<file path="src/rtl/reg_32_pkg.sv">
// Shared widths, memory latency and FSM state encoding for the reg_32 cache.
package reg_32_pkg;
  localparam int ADDR_W    = 4;
  localparam int DATA_W    = 8;
  localparam int TAG_W     = 2;
  localparam int INDEX_W   = 2;
  localparam int MEM_LAT   = 2;
  localparam int LINES     = 1 << INDEX_W;
  localparam int MEM_DEPTH = 1 << ADDR_W;
  localparam int CNT_W     = $clog2(MEM_LAT + 1);

  typedef enum logic [1:0] {
    IDLE        = 2'd0,
    COMPARE_TAG = 2'd1,
    WRITE_BACK  = 2'd2,
    ALLOCATE    = 2'd3
  } state_t;
endpackage

</file>
<file path="src/rtl/reg_32_mem.sv">
// Backing store: 16x8 array initialised to {a, ~a} on reset, with a fixed-latency access counter.
module reg_32_mem
  import reg_32_pkg::*;
(
  input  logic              clk,
  input  logic              rst,
  input  logic              busy,
  input  logic              we,
  input  logic [ADDR_W-1:0] addr,
  input  logic [DATA_W-1:0] wdata,
  output logic [DATA_W-1:0] rdata,
  output logic              done
);

  logic [DATA_W-1:0] mem [MEM_DEPTH];
  logic [CNT_W-1:0]  cnt;

  // done pulses in the last cycle of each MEM_LAT-cycle access window
  assign done  = busy && (cnt == CNT_W'(MEM_LAT - 1));
  assign rdata = mem[addr];

  always_ff @(posedge clk or posedge rst) begin
    if (rst) begin
      cnt <= '0;
    end else if (!busy || done) begin
      cnt <= '0;
    end else begin
      cnt <= cnt + CNT_W'(1);
    end
  end

  always_ff @(posedge clk or posedge rst) begin
    if (rst) begin
      for (int a = 0; a < MEM_DEPTH; a++) begin
        mem[a] <= {ADDR_W'(a), ~ADDR_W'(a)};
      end
    end else if (we) begin
      mem[addr] <= wdata;
    end
  end

endmodule

</file>
<file path="src/rtl/reg_32.sv">
// Direct-mapped, write-back/write-allocate cache of four 1-byte lines in front of reg_32_mem.
module reg_32
  import reg_32_pkg::*;
(
  input  logic              clk,
  input  logic              rst_n,
  input  logic [ADDR_W-1:0] cpu_req_addr,
  input  logic [DATA_W-1:0] cpu_req_datain,
  input  logic              cpu_req_rw,
  input  logic              cpu_req_valid,
  output logic [DATA_W-1:0] cpu_req_dataout,
  output logic              cache_ready
);

  state_t state, next_state;

  logic [ADDR_W-1:0]  req_addr;
  logic [DATA_W-1:0]  req_data;
  logic               req_rw;
  logic [TAG_W-1:0]   req_tag;
  logic [INDEX_W-1:0] req_index;

  logic [LINES-1:0]   line_valid;
  logic [LINES-1:0]   line_dirty;
  logic [TAG_W-1:0]   line_tag  [LINES];
  logic [DATA_W-1:0]  line_data [LINES];

  logic               hit;
  logic               victim_dirty;
  logic               mem_busy;
  logic               mem_we;
  logic               mem_done;
  logic [ADDR_W-1:0]  mem_addr;
  logic [DATA_W-1:0]  mem_rdata;

  assign req_tag      = req_addr[ADDR_W-1:INDEX_W];
  assign req_index    = req_addr[INDEX_W-1:0];
  assign hit          = line_valid[req_index] && (line_tag[req_index] == req_tag);
  assign victim_dirty = line_valid[req_index] && line_dirty[req_index];
  assign cache_ready  = (state == IDLE);

  // During write-back the memory address is the victim's, otherwise the request's
  assign mem_busy = (state == WRITE_BACK) || (state == ALLOCATE);
  assign mem_we   = (state == WRITE_BACK) && mem_done;
  assign mem_addr = (state == WRITE_BACK) ? {line_tag[req_index], req_index} : req_addr;

  reg_32_mem u_mem (
    .clk   (clk),
    .rst   (rst_n),
    .busy  (mem_busy),
    .we    (mem_we),
    .addr  (mem_addr),
    .wdata (line_data[req_index]),
    .rdata (mem_rdata),
    .done  (mem_done)
  );

  always_ff @(posedge clk or posedge rst_n) begin
    if (rst_n) begin
      state <= IDLE;
    end else begin
      state <= next_state;
    end
  end

  always_comb begin
    next_state = state;
    case (state)
      IDLE:        if (cpu_req_valid) next_state = COMPARE_TAG;
      COMPARE_TAG: begin
        if (hit)               next_state = IDLE;
        else if (victim_dirty) next_state = WRITE_BACK;
        else                   next_state = ALLOCATE;
      end
      WRITE_BACK:  if (mem_done) next_state = ALLOCATE;
      ALLOCATE:    if (mem_done) next_state = COMPARE_TAG;
      default:     next_state = IDLE;
    endcase
  end

  // Line fill only happens on the final ALLOCATE edge, so a reset mid-access leaves no partial line
  always_ff @(posedge clk or posedge rst_n) begin
    if (rst_n) begin
      req_addr        <= '0;
      req_data        <= '0;
      req_rw          <= 1'b0;
      cpu_req_dataout <= '0;
      line_valid      <= '0;
      line_dirty      <= '0;
      for (int i = 0; i < LINES; i++) begin
        line_tag[i]  <= '0;
        line_data[i] <= '0;
      end
    end else begin
      case (state)
        IDLE: begin
          if (cpu_req_valid) begin
            req_addr <= cpu_req_addr;
            req_data <= cpu_req_datain;
            req_rw   <= cpu_req_rw;
          end
        end
        COMPARE_TAG: begin
          if (hit) begin
            if (req_rw) begin
              line_data[req_index]  <= req_data;
              line_dirty[req_index] <= 1'b1;
            end else begin
              cpu_req_dataout <= line_data[req_index];
            end
          end
        end
        ALLOCATE: begin
          if (mem_done) begin
            line_data[req_index]  <= mem_rdata;
            line_tag[req_index]   <= req_tag;
            line_valid[req_index] <= 1'b1;
            line_dirty[req_index] <= 1'b0;
          end
        end
        default: ;
      endcase
    end
  end

endmodule

</file>
<file path="config.mk">
export PLATFORM = sky130hd
export DESIGN_NAME = reg_32
export DESIGN_NICKNAME = d
export VERILOG_FILES = /design/src/rtl/reg_32_pkg.sv /design/src/rtl/reg_32_mem.sv /design/src/rtl/reg_32.sv
export SDC_FILE = /design/constraint.sdc
export NUM_CORES = 1
export LEC_CHECK = 0
export CAP_MARGIN = 0
export CELL_PAD_IN_SITES_DETAIL_PLACEMENT = 0
export CELL_PAD_IN_SITES_GLOBAL_PLACEMENT = 1
export CORE_MARGIN = 2
export CORE_UTILIZATION = 49
export DETAILED_ROUTE_END_ITERATION = 7
export DONT_BUFFER_PORTS = 1
export MAX_ROUTING_LAYER = met4
export PLACE_DENSITY_LB_ADDON = 0.1
export SLEW_MARGIN = 0
export SYNTH_ARGS = -nofsm -noshare
export SYNTH_HDL_FRONTEND = slang
export SYNTH_HIERARCHICAL = 1
export SYNTH_SLANG_ARGS = --single-unit
</file>
<file path="constraint.sdc">
create_clock -name clk -period 4.1 [get_ports clk]
set_input_delay 0.82 -clock clk [delete_from_list [all_inputs] [get_ports clk]]
set_output_delay 0.82 -clock clk [all_outputs]
set_load 0.03 [all_outputs]
</file>
; Word-level counts from Yosys, hierarchy flattened
; Cells that the tools add are included.
[word_totals]
in_bits = 16
output_inout_bits = 9
ff_bits = 201
word_cells = 114
[op_classes]
order_cmp = 6
n_mux = 41
n_addsub = 1
n_eq_ne = 10
reduce_logical = 17
bitwise_logic = 7
[ops]
columns = op, n
row1 = bitwise mux 128 bit, 1
row2 = two-way mux 32 bit, 3
row3 = bitwise mux 32 bit, 2
row4 = case mux 32 bit (2 select lines), 1
row5 = two-way mux 8 bit, 6
row6 = binary-select mux 8 bit (select 4 bit), 1
row7 = demux 8 bit (select 4 bit), 1
row8 = binary-select mux 8 bit (select 2 bit), 1
row9 = demux 8 bit (select 2 bit), 1
row10 = two-way mux 2 bit, 8
row11 = two-way mux 4 bit, 4
row12 = != test 2 bit (second input constant), 5
row13 = bitwise mux 8 bit, 1
row14 = bitwise OR 4 bit, 2
row15 = case mux 2 bit (4 select lines), 1
row16 = case mux 4 bit (2 select lines), 1
row17 = logical AND 1 bit, 7
row18 = AND reduction 3 bit, 2
row19 = >= comparator 5 bit (second input constant), 1
row20 = less-than comparator 5 x 1 -> 1 bit (second input constant), 1
row21 = inverter 4 -> 5 bit, 1
row22 = AND 4 bit, 1
row23 = binary-select mux 1 bit (select 2 bit), 2
row24 = binary-select mux 2 bit (select 2 bit), 1
row25 = 20 further kinds, 27

; Depth between registers and ports, before layout
[logic_depth]
depth_word = 12
ltp_mapped = 12
ltp_nobuf = 10

; Cells and area by module
; The synthesis kept the hierarchy.
[by_module_without_submodules]
columns = module, seq_area_each_um2, instances, cells_each, area_per_inst_um2
row1 = reg_32_mem, 3333.2, 1, 377, 6100.9
row2 = reg_32, 1776.7, 1, 221, 3340.7

; Least setup slack after synthesis
; No wires, ideal clock.
[synth_path]
path_kind = register to register
startpoint = reg req_addr[0]
endpoint = reg line_data[30] (netlist bit)
setup_slack_ps = 1402
setup_time_ps = 125
t_arrival_ps = 2574
stages_incl_launch_ff = 11
required_ps = 3975
path_buffers = 3
period_less_slack_ps = 2698
path_cell_list = dfrtp_1 -> buf_6 -> mux4_2 -> mux2_2 -> buf_2 -> nor2b_1 -> clkbuf_1 -> a22oi_1 -> nand2_1 -> mux2_2 -> mux2_2
[synth_between]
elab_chain_len = 12
word_cells_on_any_way = 26
cone_classes = order compare: 2 / eq/ne: 2 / mux: 17 / bitwise: 2 / reduce/logical: 3
[synth_lines]
columns = element, line_no
row1 = start: declaration, reg_32.sv:17  ; logic [ADDR_W-1:0] req_addr;
row2 = start signal: assignment, reg_32.sv:98  ; req_addr <= cpu_req_addr;
row3 = inverter 2 -> 3 bit (not written as such), reg_32.sv:45  ; assign mem_addr = (state == WRITE_BACK) ? {line_tag[req_index], req_index} : req_addr;
row4 = binary-select mux 2 bit (select 2 bit), reg_32.sv:45
row5 = two-way mux 2 bit (not written as such) (2 in a row), reg_32.sv:45
row6 = two-way mux 4 bit, reg_32.sv:45
row7 = net mem_addr[2], reg_32.sv:33  ; logic [ADDR_W-1:0] mem_addr;
row8 = inverter 4 -> 5 bit (not written as such), reg_32_mem.sv:20  ; assign rdata = mem[addr];
row9 = binary-select mux 8 bit (select 4 bit), reg_32_mem.sv:20
row10 = two-way mux 8 bit (not written as such) (2 in a row), reg_32_mem.sv:20
row11 = net mem_rdata[6], reg_32.sv:34  ; logic [DATA_W-1:0] mem_rdata;
row12 = bitwise mux 32 bit, reg_32.sv:115  ; line_data[req_index] <= mem_rdata;
row13 = two-way mux 32 bit, reg_32.sv:114  ; if (mem_done) begin
row14 = case mux 32 bit (2 select lines), reg_32.sv:95  ; case (state)
row15 = end signal: indexed assignment, reg_32.sv:106  ; line_data[req_index] <= req_data;
row16 = end signal: indexed assignment, reg_32.sv:115
row17 = end: declaration, reg_32.sv:26  ; logic [DATA_W-1:0] line_data [LINES];
; The timed path passes the listed nets, and every way through them passes these cells. The select of a mux whose other input is x is not followed.
; A chain may end at the register's enable or synchronous reset.

; Final worst setup path
[layout_path]
startpoint = reg state[0]
endpoint = reg line_data[14] (netlist bit)
[layout_between]
word_cells_on_any_way = 18
cone_classes = eq/ne: 6 / mux: 7 / bitwise: 1 / reduce/logical: 4
[layout_rtl]
columns = element, line_no
row1 = start: declaration, reg_32.sv:15  ; state_t state, next_state;
row2 = start signal: assignment, reg_32.sv:62  ; state <= next_state;
row3 = equality test 2 bit, reg_32.sv:43  ; assign mem_busy = (state == WRITE_BACK) || (state == ALLOCATE);
row4 = logical OR 1 bit *, reg_32.sv:43
row5 = net mem_busy, reg_32.sv:30  ; logic mem_busy;
row6 = logical AND 1 bit *, reg_32_mem.sv:19  ; assign done = busy && (cnt == CNT_W'(MEM_LAT - 1));
row7 = net mem_done, reg_32.sv:32  ; logic mem_done;
row8 = != test 2 bit (no line) *, -
row9 = AND reduction 4 bit (no line) *, -
; Mark *: on every way through the listed nets, which the timed path passes. The rest lies on a longest branch. The select of a mux whose other input is x is not followed.

==> metrics.md <==
| Metric | Value |
|---|---|
| Clock power share | 0.316 |
| Vias in the first global route | 5342 |
| Outcome | complete, no violations |
| Switching share of power | 0.331 |
| Synthesis warning total | 6 |
| Synth Register Bits | 201 |
| Worst r2r dst | line_data[14]$_DFFE_PP0P_ |
| Kind of critical path | reg2reg |
| Hold Path Class | in2async |
| Reg2Reg Setup Slack | 0.91 ns |
| Sequential power share | 0.407 |
| CP Launch Type | flop |
| H-tree levels | 1 |
| Post-CTS sizing | 0 |
| Via count | 4981 |
| Worst Path Required | 4.48 ns |
| Sequential area share after synthesis | 0.541 |
| Post-Place Cell Area | 9650 sq um |
| CTS Buffer Depth | 3 |
| Io pins | 25 |
| Yosys top cell by area | dfrtp_1 |
| Clock sink total | 201 |
| Fin cells | 873 |
| Fin Hold WS | 0.369 ns |
| Setup Skew | 0.00608 ns |
| Final Util | 0.550 |
| CP Cell Sequence | ha_1 > nor2_1 > inv_1 > and2_1 > nand2b_1 > and3_1 > a31oi_2 > nor2b_1 > mux2_2 |
| Crit path max-delay family | simple AND/OR/NAND/NOR gates |
| Setup violations, final | 0 |
| Starting density of the core | 0.501 |
| Final Cycle Share | 0.779 |
| Synth Flop Type | dfrtp_1 |
| CTS buffer count | 23 |
| Setup TNS Final | 0 ns |
| HPWL after detailed placement | 12800 microns |
| Post-synthesis cell count | 598 |
| Syn Area/Cell | 15.8 sq um |
| Chip height | 143 microns |
| Pre-antenna DRT Iters | 4 |
| Die area | 20400 sq um |
| First-pass GRT wire length | 31800 microns |
| Routed len/inst | 22.9 microns |
| Fin crit period | 3.19 ns |
| VDD IR max | 361 uV |
| Post-DRT Antenna Nets | 0 |
| Async set-reset flop share out of synthesis | 1.00 |
| Crit path from | state[0]$_DFFE_PP0P_ |
| Top cells by area, synth | dfrtp_1, mux2_2, dfstp_2 |
| Synth top area share | 0.363 |
| Port bufs | 0 |
| Post-CTS Hold Buffers | 0 |
| Crit end category | flop |
| TritonCTS clock tree | built |
| Final Hold Viols | 0 |
| P_int | 4070 uW |
| Gr ovfl total | 0 |
| Slew HR | 0.307 |
| Combinational share of power | 0.276 |
| Initial drt markers | 203 |
| Area Growth Syn to Fin | 9.69% |
| Crit path depth | 9 |
| R2r worst-path depth | 9 |
| Routed wire length | 20000 microns |
| Clk slew on worst S/H paths | 0.06 ns |
| EDFF count, synth | 0 |
| Fin. max-slew vios | 0 |
| Share of cells above drive strength 1 | 0.583 |
| Yosys cell types | 43 |
| CP Data Arrival Time | 3.57 ns |
| Total setup buffers inserted after CTS | 0 |
| Core footprint | 18800 sq um |
| Reg-to-Reg Start | state[0]$_DFFE_PP0P_ |
| Syn Std Cell Area | 9440 sq um |
| Root Buffer | clkbuf_16 |
| FP Rows | 50 |
| Maxcap violations | 0 |
| Aggregate global-route resource usage | 0.213 |
| Post-route DRC | 0 |
| Fmax | 313 MHz |
| Critical Path Max Stage Delay | 0.67 ns |
| Layout net count | 617 |
| Sw Pwr | 2020 uW |
| Synthesized Nets | 619 |
| Pin count of the biggest net entering global routing | 69 |
| Design Area, Final | 10400 sq um |
| Initial antenna violation count | 0 |
| Pwr/cell area | 588 nW/um^2 |
| Die width | 143 microns |
| Least-Margin Pin Slew | 1.04 ns |
| Max stage delay cell, worst path | nor2b_1 |
| Worst-skew pair later-pin latency | 0.50 ns |
| Post-Place Cells | 831 |
| LEAKAGE | 0.00462 uW |
| Number of fillers in the final layout | 1536 |
| CP Buf/Inv Count | 1 |
| Max FO, Critical Path | 16 |
| Vias per cell | 5.71 |
| Worst setup path endpoint | line_data[14]$_DFFE_PP0P_ |
| GP Congestion | 0.773 |
| Unrepaired setup endpoints after global routing | false |
through the flow:
| step | power, uW | worst slack [ns] |
|---|---|---|
| floorplan | 3800 | 1.40 |
| global placement | 4180 | 0.964 |
| detailed placement | 4210 | 0.895 |
| CTS | 6160 | 0.891 |
| global route | 6410 | 0.614 |
| finish | 6090 | 0.905 |
cells in the mapped netlist (5+ instances only):
master    count
dfrtp_1     137
nand2_1      14
mux2_4       16
inv_1        10
clkbuf_1     13
nor2_2        6
buf_2        10
mux2_1       12
nand2b_1      9
a22oi_1      16
nand3_1       5
buf_6         6
nor2b_1       7
mux4_2       42
nor2_1        9
mux2_2      172
dfstp_2      64
ha_1          5
how the worst min path moves through the flow:
stage | startpoint | end | slack, ns | cells after the start
after CTS | rst_n | u_mem/mem[65]$_DFFE_PP0P_ | 0.37 | 1
after floorplan | u_mem/cnt[0]$_DFF_PP0_ | u_mem/cnt[0]$_DFF_PP0_ | 0.41 | 1
after global placement | u_mem/cnt[0]$_DFF_PP0_ | u_mem/cnt[0]$_DFF_PP0_ | 0.42 | 1
after detailed placement | u_mem/cnt[0]$_DFF_PP0_ | u_mem/cnt[0]$_DFF_PP0_ | 0.44 | 1
final | rst_n | u_mem/mem[65]$_DFFE_PP0P_ | 0.37 | 1
after global routing | rst_n | u_mem/mem[73]$_DFFE_PP0P_ | 0.41 | 1
routing by layer:
metal | GRT usage | vias to the layer above | wire (microns) | share of wire
li1 | - | 2213 | - | -
met1 | 0.310 | 2670 | 9410 | 0.47
met2 | 0.326 | 70 | 9340 | 0.47
met3 | 0.0272 | 28 | 791 | 0.040
met4 | 0.0474 | 0 | 439 | 0.022
met5 | - | - | 0 | 0
cells in the final DEF, fill, tap and decap left out, types with 6 or more instances in the layout:
master / n
a22oi_1: 16
buf_4: 8
clkbuf_1: 11
clkbuf_16: 23
dfrtp_1: 135
dfstp_2: 64
inv_1: 8
mux2_1: 12
mux2_2: 172
mux2_4: 16
mux4_2: 42
nand2_1: 14
nand2b_1: 9
nor2_1: 9
nor2_2: 6
nor2b_1: 7
power groups by stage:
stage / logic [uW] / registers (uW) / clock network [uW]
after floorplan: 1390 / 2410 / 0
after global placement: 1680 / 2500 / 0
after detailed placement: 1700 / 2520 / 0
after CTS: 1700 / 2480 / 1980
after global routing: 1840 / 2520 / 2060
final: 1680 / 2480 / 1930
registers in the layout, summed over array words and instances, names as in the netlist, 4 cells and up, named ones only:
name             cells
line_tag             8
req_addr             4
line_data           32
cpu_req_dataout      8
req_data             8
line_valid           4
u_mem/mem          128
worst register-to-register path: stages (launching register included):
cell      delay [ns]
dfrtp_1         0.39
ha_1            0.63
nor2_1          0.14
inv_1           0.09
and2_1          0.23
nand2b_1        0.15
and3_1          0.19
a31oi_2         0.17
nor2b_1         0.67
mux2_2          0.42
layout make-up:
cell class	count	area, sq um	area share
Inverter	10	41.3	0.00399
Tap cell	260	325	0.0314
Multi-Input combinational cell	351	4090	0.395
Clock inverter	4	47.5	0.00459
Sequential cell	201	5110	0.494
Clock buffer	37	658	0.0635
Timing Repair Buffer	9	80.1	0.00773
Antenna cell	1	2.50	0.000242
cells by family (layout without fill, tap and decap cells):
group                    count (synthesis)  after routing  share of synthesized area
XOR/XNOR                                 2              2                    0.00345
flip-flops                             201            201                      0.541
AO/OA/AOI/OAI                           25             25                     0.0204
AND/OR/NAND/NOR                         75             75                     0.0517
buffers and inverters                   46             60                     0.0260
other                                    0              1                          0
adder cells (fa/ha/maj)                  5              5                    0.00663
multiplexers                           244            244                      0.351
Power figures use the tool's default switching activity.
